<file path="config.mk">
export PLATFORM = sky130hd
export DESIGN_NAME = vga_timing_gen
export DESIGN_NICKNAME = d
export VERILOG_FILES = /design/src/rtl/vga_timing_gen.sv
export SDC_FILE = /design/constraint.sdc
export NUM_CORES = 1
export LEC_CHECK = 0
export ABC_AREA = 1
export CAP_MARGIN = 10
export CORE_ASPECT_RATIO = 2
export CORE_MARGIN = 2
export CORE_UTILIZATION = 47
export DETAILED_ROUTE_END_ITERATION = 10
export GPL_TIMING_DRIVEN = 0
export MAX_ROUTING_LAYER = met4
export PLACE_DENSITY = 0.84
export SYNTH_ARGS = -nofsm -noshare
export SYNTH_HDL_FRONTEND = slang
export SYNTH_SLANG_ARGS = --single-unit
export TNS_END_PERCENT = 50
</file>
<file path="constraint.sdc">
create_clock -name clock -period 2.8 [get_ports clock]
set_clock_uncertainty 0.1 [all_clocks]
set_input_delay 0.56 -clock clock [delete_from_list [all_inputs] [get_ports clock]]
set_output_delay 0.56 -clock clock [all_outputs]
set_load 0.02 [all_outputs]
</file>
<file path="src/rtl/vga_timing_gen.sv">
// -----------------------------------------------------------------------------
// vga_timing_gen
//
// Raster timing generator and pixel output stage for the VGA peripheral.
// Free-running horizontal/vertical counters produce frame-buffer read
// coordinates. The returned 24-bit pixel word is registered together with
// hsync, vsync, valid and frame_start, so all pad-side outputs change on the
// same clock edge. The default parameters give 640x480@60.
//
// Optional feature (macro VGA_TEST_PATTERN_EN):
//   When defined, test_en=1 replaces vga_data at the output register with
//   eight vertical colour bars. Timing, addresses and sync are unchanged.
//   When undefined, test_en is ignored and no pattern logic exists.
//
// Ports:
//   clock        in   1   pixel clock
//   reset        in   1   synchronous, active-high
//   h_addr       out  10  pixel column to fetch (0 outside the active region)
//   v_addr       out  10  pixel row to fetch (0 outside the active region)
//   vga_data     in   24  pixel word {R,G,B} for the issued address
//   test_en      in   1   colour-bar select (VGA_TEST_PATTERN_EN builds only)
//   frame_start  out  1   one-cycle pulse, DATA_LAT+1 cycles after the origin
//   hsync        out  1   horizontal sync, active-low
//   vsync        out  1   vertical sync, active-low
//   valid        out  1   RGB carries a visible pixel
//   vga_r/g/b    out  8   colour channels
//
// DATA_LAT is the read latency of the frame buffer: 0 for a combinational
// read, 1 for a registered read. The sync/blank controls are delayed by the
// same amount so that they stay aligned with the returned pixel data.
// -----------------------------------------------------------------------------
module vga_timing_gen #(
    parameter int H_ACTIVE = 640,
    parameter int H_FP     = 16,
    parameter int H_SYNC   = 96,
    parameter int H_BP     = 48,
    parameter int V_ACTIVE = 480,
    parameter int V_FP     = 10,
    parameter int V_SYNC   = 2,
    parameter int V_BP     = 33,
    parameter int DATA_LAT = 0
) (
    input  logic        clock,
    input  logic        reset,
    output logic [9:0]  h_addr,
    output logic [9:0]  v_addr,
    input  logic [23:0] vga_data,
    input  logic        test_en,
    output logic        frame_start,
    output logic        hsync,
    output logic        vsync,
    output logic        valid,
    output logic [7:0]  vga_r,
    output logic [7:0]  vga_g,
    output logic [7:0]  vga_b
);

    localparam int H_TOTAL = H_ACTIVE + H_FP + H_SYNC + H_BP;
    localparam int V_TOTAL = V_ACTIVE + V_FP + V_SYNC + V_BP;

    // Region boundaries are held one bit wider than the counters so that a
    // boundary equal to 1024 still compares correctly.
    localparam logic [10:0] H_ACT_X     = 11'(H_ACTIVE);
    localparam logic [10:0] H_SYNC_BEG  = 11'(H_ACTIVE + H_FP);
    localparam logic [10:0] H_SYNC_END  = 11'(H_ACTIVE + H_FP + H_SYNC);
    localparam logic [9:0]  H_LAST      = 10'(H_TOTAL - 1);
    localparam logic [10:0] V_ACT_X     = 11'(V_ACTIVE);
    localparam logic [10:0] V_SYNC_BEG  = 11'(V_ACTIVE + V_FP);
    localparam logic [10:0] V_SYNC_END  = 11'(V_ACTIVE + V_FP + V_SYNC);
    localparam logic [9:0]  V_LAST      = 10'(V_TOTAL - 1);

    // Elaboration-time parameter sanity check; carries no hardware.
    initial begin
        assert (H_TOTAL <= 1024 && V_TOTAL <= 1024)
            else $error("vga_timing_gen: H_TOTAL/V_TOTAL exceed 10-bit counters");
        assert (DATA_LAT == 0 || DATA_LAT == 1)
            else $error("vga_timing_gen: DATA_LAT must be 0 or 1");
    end

`ifdef VGA_TEST_PATTERN_EN
    // Eight equal-width vertical bars across the active columns.
    function automatic logic [23:0] bar_colour(input logic [9:0] col);
        logic [31:0] idx;
        idx = ({22'd0, col} * 32'd8) / 32'(H_ACTIVE);
        case (idx)
            32'd0:   bar_colour = 24'hFFFFFF;  // white
            32'd1:   bar_colour = 24'hFFFF00;  // yellow
            32'd2:   bar_colour = 24'h00FFFF;  // cyan
            32'd3:   bar_colour = 24'h00FF00;  // green
            32'd4:   bar_colour = 24'hFF00FF;  // magenta
            32'd5:   bar_colour = 24'hFF0000;  // red
            32'd6:   bar_colour = 24'h0000FF;  // blue
            default: bar_colour = 24'h000000;  // black
        endcase
    endfunction
`endif

    // -------------------------------------------------------------------------
    // Raster counters
    // -------------------------------------------------------------------------
    logic [9:0] h_cnt_q, h_cnt_d;
    logic [9:0] v_cnt_q, v_cnt_d;
    logic       h_wrap;
    logic       started_q;

    always_comb begin
        h_wrap  = (h_cnt_q == H_LAST);
        h_cnt_d = h_wrap ? 10'd0 : h_cnt_q + 10'd1;
        v_cnt_d = v_cnt_q;
        if (h_wrap) begin
            v_cnt_d = (v_cnt_q == V_LAST) ? 10'd0 : v_cnt_q + 10'd1;
        end
    end

    always_ff @(posedge clock) begin
        if (reset) begin
            h_cnt_q   <= 10'd0;
            v_cnt_q   <= 10'd0;
            started_q <= 1'b0;
        end else begin
            h_cnt_q   <= h_cnt_d;
            v_cnt_q   <= v_cnt_d;
            // Masks the origin pulse for the first cycle after reset so that
            // frame_start first fires one full frame after release.
            started_q <= 1'b1;
        end
    end

    // -------------------------------------------------------------------------
    // Stage 0: region decode and read addresses
    // -------------------------------------------------------------------------
    logic       h_act_p0, v_act_p0;
    logic       disp_p0, hs_p0, vs_p0, org_p0;
    logic [9:0] col_p0;

    always_comb begin
        h_act_p0 = ({1'b0, h_cnt_q} < H_ACT_X);
        v_act_p0 = ({1'b0, v_cnt_q} < V_ACT_X);
        disp_p0  = h_act_p0 && v_act_p0;
        hs_p0    = ~(({1'b0, h_cnt_q} >= H_SYNC_BEG) && ({1'b0, h_cnt_q} < H_SYNC_END));
        vs_p0    = ~(({1'b0, v_cnt_q} >= V_SYNC_BEG) && ({1'b0, v_cnt_q} < V_SYNC_END));
        org_p0   = started_q && (h_cnt_q == 10'd0) && (v_cnt_q == 10'd0);
        col_p0   = h_cnt_q;
    end

    assign h_addr = disp_p0 ? h_cnt_q : 10'd0;
    assign v_addr = disp_p0 ? v_cnt_q : 10'd0;

    // -------------------------------------------------------------------------
    // Stage 1 (DATA_LAT=1 only): match the frame-buffer read register
    // -------------------------------------------------------------------------
    logic       disp_dl, hs_dl, vs_dl, org_dl;
    logic [9:0] col_dl;

    if (DATA_LAT == 1) begin : g_lat1
        logic       disp_p1_q, hs_p1_q, vs_p1_q, org_p1_q;
        logic [9:0] col_p1_q;

        // Syncs idle high in this stage so no false pulse appears after reset.
        always_ff @(posedge clock) begin
            if (reset) begin
                disp_p1_q <= 1'b0;
                hs_p1_q   <= 1'b1;
                vs_p1_q   <= 1'b1;
                org_p1_q  <= 1'b0;
                col_p1_q  <= 10'd0;
            end else begin
                disp_p1_q <= disp_p0;
                hs_p1_q   <= hs_p0;
                vs_p1_q   <= vs_p0;
                org_p1_q  <= org_p0;
                col_p1_q  <= col_p0;
            end
        end

        assign disp_dl = disp_p1_q;
        assign hs_dl   = hs_p1_q;
        assign vs_dl   = vs_p1_q;
        assign org_dl  = org_p1_q;
        assign col_dl  = col_p1_q;
    end else begin : g_lat0
        assign disp_dl = disp_p0;
        assign hs_dl   = hs_p0;
        assign vs_dl   = vs_p0;
        assign org_dl  = org_p0;
        assign col_dl  = col_p0;
    end

    // -------------------------------------------------------------------------
    // Output register: RGB, valid, syncs and frame_start share one edge
    // -------------------------------------------------------------------------
    logic [23:0] rgb_q, rgb_d;
    logic        valid_q, hsync_q, vsync_q, fstart_q;

`ifdef VGA_TEST_PATTERN_EN
    always_comb begin
        rgb_d = 24'd0;
        if (disp_dl) begin
            rgb_d = test_en ? bar_colour(col_dl) : vga_data;
        end
    end
`else
    // Pattern select and column are not needed in this build.
    logic unused_pattern;
    assign unused_pattern = ^{test_en, col_dl};

    always_comb begin
        rgb_d = 24'd0;
        if (disp_dl) begin
            rgb_d = vga_data;
        end
    end
`endif

    always_ff @(posedge clock) begin
        if (reset) begin
            rgb_q    <= 24'd0;
            valid_q  <= 1'b0;
            hsync_q  <= 1'b1;
            vsync_q  <= 1'b1;
            fstart_q <= 1'b0;
        end else begin
            rgb_q    <= rgb_d;
            valid_q  <= disp_dl;
            hsync_q  <= hs_dl;
            vsync_q  <= vs_dl;
            fstart_q <= org_dl;
        end
    end

    assign vga_r       = rgb_q[23:16];
    assign vga_g       = rgb_q[15:8];
    assign vga_b       = rgb_q[7:0];
    assign valid       = valid_q;
    assign hsync       = hsync_q;
    assign vsync       = vsync_q;
    assign frame_start = fstart_q;

endmodule
</file>
* Word-level counts from Yosys, hierarchy flattened
Index checks and enable logic that the tools add are counted.
** Storage, ports and cells
- Bits in registers :: 49
- Latch bits :: 0
- Bits in writable memories :: 0
- Memory bits (read-only) :: 0
- Bits of input ports :: 27
- Memories kept :: 0
** Operators by class
- Add/subtract/negate cells :: 2
- Multipliers :: 0
- Divide/modulo/power cells :: 0
- $lt $le $gt $ge :: 6
- Equal/unequal tests :: 2
- Shift operators :: 0
- Muxes and demuxes :: 4
- Bitwise logic cells :: 3
- Reduce and logical (&&, ||, !) cells :: 9
** Operators with widths (number)
- 2-to-1 mux 10 bit :: 3
- adder 10 x 1 -> 10 bit (second input constant) :: 2
- equality test 10 bit (second input constant) :: 2
- zero test 10 bit :: 2
- < comparator 10 bit (second input constant) :: 2
- < comparator 10 x 9 -> 1 bit (second input constant) :: 2
- greater-or-equal comparator 10 bit (second input constant) :: 1
- greater-or-equal comparator 10 x 9 -> 1 bit (second input constant) :: 1
- logical AND 1 bit :: 5
- OR reduction 2 bit :: 2
- inverter 1 bit :: 3
- 2-to-1 mux 1 bit :: 1

* Logic depth before layout (Yosys ltp)
- Word-level depth :: 4
- Depth in mapped cells :: 9

* Least setup slack after synthesis
OpenSTA, ideal clock, no wires.
- Path type :: register to output
- From :: reg h_cnt_q[7] (netlist: col_dl[7])
- To :: out h_addr[8]
- Arrival :: 1.243 ns
- Data required time :: 2.140 ns
- Setup slack :: 0.897 ns
- Stages on the path, launching flop included :: 7
- Path buffers :: 1
- Path through :: dfxtp_1 > inv_1 > o211ai_1 > nor2_1 > inv_2 > buf_4 > nor2_1
** Between the ends
- Word-level cells in the longest chain between the ends :: 3
** RTL lines
- start: declaration :: RTL line 101 : logic [9:0] h_cnt_q, h_cnt_d;
- start signal: assignment :: RTL line 121 : h_cnt_q <= h_cnt_d;
- < comparator 10 bit :: RTL line 137 : h_act_p0 = ({1'b0, h_cnt_q} < H_ACT_X);
- logical AND 1 bit :: RTL line 139 : disp_p0 = h_act_p0 && v_act_p0;
- 2-to-1 mux 10 bit :: RTL line 146 : assign h_addr = disp_p0 ? h_cnt_q : 10'd0;
- end: declaration :: RTL line 45 : output logic [9:0] h_addr,
No other way between the ends.

* Worst setup path in the final report
- From :: reg h_cnt_q[9] (netlist: col_dl[9])
- To :: out h_addr[2]
Same word-level chain as after synthesis.

==> impl_summary.log <==
INFO  metric grt_pass1_vias = between 2000 and 2500
INFO  metric most_common_cell_after_layout_fill_and_taps_aside = sky130_fd_sc_hd__nor2_1
INFO  metric layout_min_cycle_time = 2.618 ns
INFO  metric mappedNetlistNets = 314
INFO  metric cts_made_buffers = 5
INFO  metric fp.dieArea = about 5000 µm²
INFO  metric finalNetCount = about 390
INFO  metric yosysSeqAreaShare = 47.43%
INFO  metric core.rowCount = 34
INFO  metric grtUsageMet3 = 6.116%
INFO  metric synth_cell_types = 27
INFO  metric ant_nets = 0
INFO  metric power_density_over_cell_area = 465.7 nW/µm²
INFO  metric all_layer_gr_usage = between 20% and 30%
INFO  metric ys_warns = 0
INFO  metric global_route_met1_utilization = between 20% and 30%
INFO  metric globalRouteOverflowTotal = 0
INFO  metric critical_path.slowest_cell = sky130_fd_sc_hd__clkdlybuf4s50_1
INFO  metric setup-tns-final = 0 ns
INFO  metric place.gp.congestion = 0.8553
INFO  metric clkLatencyLatePin = 0.31 ns
INFO  metric post_cts_resized = 1
INFO  metric clock_path_buffers = 2
INFO  metric avgSynthCellArea = 7.308 µm²
INFO  metric worstPathArrival = 1.96 ns
INFO  metric timing.setup.critical_path_class = flip-flop to primary output
INFO  metric drv_cap = 0
INFO  metric core-area = about 4300 µm²
INFO  metric critical-path-max-stage-delay = 0.63 ns
INFO  metric num_vias = 2002
INFO  metric ios = 75
INFO  metric effective_utilization_at_floorplan = between 40 and 50%
INFO  metric mappedNetlistArea = around 2100 µm²
INFO  metric use_met2 = 40.26%
INFO  metric reg2regPathDepth = 8
INFO  metric tritoncts_num_sinks = 49
INFO  metric layoutNonFillerInstCount = 417
INFO  metric tritoncts = built
INFO  metric crit_path_frequent_cell = sky130_fd_sc_hd__nor2_1
INFO  metric static-leakage-power = about 1.6 nW
INFO  metric via_count_normalized_by_instance_count = slightly below 5
INFO  metric ys_seq_elements = just under 50
INFO  metric antennaDiodeCount = 0
INFO  metric final_max_slew_viol_count = 0
INFO  metric drc = 0
INFO  metric pre_cts_setup_slack = 0.3407 ns
INFO  metric worstHoldPathCells = 1
INFO  metric synth_cells = 283
INFO  metric global_route_wire_length_before_repair = about 8.4 mm
INFO  metric cts_max_level = 2
INFO  metric final-hold-violation-count = 0
INFO  metric clock-root-buffer = sky130_fd_sc_hd__clkbuf_8
INFO  metric setup_viol = 0
INFO  metric drt-wirelength-per-cell = approximately 12 µm
INFO  metric grt_setup_unrepaired = false
INFO  metric numPlacedInstances = between 400 and 500
INFO  metric first_pass_iters = 5
INFO  metric grt_most_used_layer = met2
INFO  metric ir_worst_vdd = between 0.5 and 0.6 mV
INFO  metric layout.cells.most_common_list = sky130_fd_sc_hd__nor2_1 (73), sky130_fd_sc_hd__clkdlybuf4s50_1 (61), sky130_fd_sc_hd__inv_1 (55)
INFO  metric post-layout-total-power = 1.393 mW
INFO  metric finalWorstSetupSlack = 0.1819 ns
INFO  metric drt_iter0_markers = 40
INFO  metric antenna_found_initial = 0
INFO  metric run_status = finished, final reports clean
INFO  metric crit_path_cell_trace = inv_1 > o211ai_1 > nor2_1 > inv_2 > nor2_1 > clkdlybuf4s50_1
INFO  metric die_span_y = 97.81 µm
INFO  metric syn2layout_area_growth = 44.65%
INFO  metric io_buffers = 72
INFO  metric holdBufCountCts = 0
INFO  metric min-delay-path-class = flip-flop to flip-flop
INFO  metric maxClockFrequency = 382.0 MHz
INFO  metric timing.hold.ws = roughly 0.40 ns
INFO  metric critPathRequiredTime = 2.14 ns
INFO  metric die_w = 50.91 µm
INFO  metric post_cts.repair.setup_buffers = 0
INFO  metric setup.worst_path.end_class = primary output
INFO  metric clkSlewWorstSetupHoldPaths = 0.09 ns
INFO  metric timing.final.crit_share = roughly 94%
INFO  metric grt_start_max_net_pins = 16
INFO  metric worstSetupStartpointType = flip-flop
INFO  metric layout-drive-gt1-share = slightly below 7%
INFO  metric crit_path_max_fanout = 10
INFO  metric dpl.hpwl = 4.003 mm
INFO  metric drt-total-wl = 5.009 mm
-- flip-flops by register name, summed over array words and instances (netlist names) --
signal and cells:
col_dl 10, valid 1, rgb_q 24, vsync 1
started_q 1, frame_start 1, hsync 1, v_cnt_q 10
-- report_power, final --
| part | switching, mW | total (mW) | internal (mW) |
|---|---|---|---|
| registers | 0.00943 | 0.730 | 0.721 |
| clock network | 0.232 | 0.500 | 0.268 |
| logic | 0.0767 | 0.163 | 0.0866 |
| total | 0.318 | 1.39 | 1.08 |
-- cell usage after synthesis --
cell type	n	share of area, %
sky130_fd_sc_hd__dfxtp_1	49	47
sky130_fd_sc_hd__ha_1	4	2.4
sky130_fd_sc_hd__nand3_2	1	0.48
sky130_fd_sc_hd__nor2_1	73	13
sky130_fd_sc_hd__inv_4	1	0.30
sky130_fd_sc_hd__o21a_1	1	0.36
sky130_fd_sc_hd__buf_4	5	1.8
sky130_fd_sc_hd__nor3_1	5	1.2
sky130_fd_sc_hd__o211ai_1	1	0.36
sky130_fd_sc_hd__nor4_1	2	0.60
sky130_fd_sc_hd__nand3b_1	2	0.73
sky130_fd_sc_hd__a21oi_1	8	1.9
sky130_fd_sc_hd__xor2_1	2	0.85
sky130_fd_sc_hd__nor3b_1	1	0.36
sky130_fd_sc_hd__nand2_1	35	6.4
sky130_fd_sc_hd__clkinv_1	1	0.18
sky130_fd_sc_hd__o2111ai_1	1	0.42
sky130_fd_sc_hd__nor2_8	2	1.9
sky130_fd_sc_hd__nand4_1	5	1.5
sky130_fd_sc_hd__inv_1	55	10
sky130_fd_sc_hd__nand3_1	17	4.1
sky130_fd_sc_hd__nor2_2	1	0.30
sky130_fd_sc_hd__o21ai_0	1	0.24
sky130_fd_sc_hd__inv_2	1	0.18
sky130_fd_sc_hd__conb_1	1	0.18
sky130_fd_sc_hd__nand2_2	7	2.1
sky130_fd_sc_hd__a21boi_1	1	0.36
-- metal layers --
metal	up-vias	routed length [µm]
li1	1007	-
met1	888	1690
met2	84	2731
met3	23	319
met4	0	268
met5	-	0
-- cell type report --
cell class	count	area [µm²]
Fill cell	327	1305
Inverter	58	220.2
Timing Repair Buffer	72	744.5
Buffer	5	37.54
Clock inverter	2	38.79
Tap cell	54	67.56
Clock buffer	6	72.57
Multi-Input combinational cell	171	829.5
Sequential cell	49	980.9
-- path summary, 6_finish.rpt --
path / slack [ns] / to / start
worst max-delay path: 0.18 / h_addr[2] / col_dl[9]
worst min-delay path: 0.40 / col_dl[0] / col_dl[0]
worst max register to register: 1.09 / v_cnt_q[8] / col_dl[0]
worst min register to register: 0.40 / col_dl[0] / col_dl[0]
-- cell families after synthesis --
family	share of synthesized area, %
other	0.1813
flip-flops	47.43
adder cells (fa/ha/maj)	2.420
buffers and inverters	12.46
XOR/XNOR	0.8471
AO/OA/AOI/OAI	3.691
AND/OR/NAND/NOR	32.97
-- critical path, delay by kind of cell, from the launching register on --
kind | cells | cell delay (ns)
flops | 1 | 0.36
compound gates | 1 | 0.10
buf+inv | 3 | 0.90
simple gates | 2 | 0.30
-- metrics by stage --
step | util (%) | instance area (µm²)
2_1_floorplan | - | 2068
3_3_place_gp | 66.48 | 2856
3_5_place_dp | 66.48 | 2856
4_1_cts | 69.04 | 2967
5_1_grt | 69.63 | 2992
6_report | 69.63 | 2992
Power figures use the tool's default switching activity.
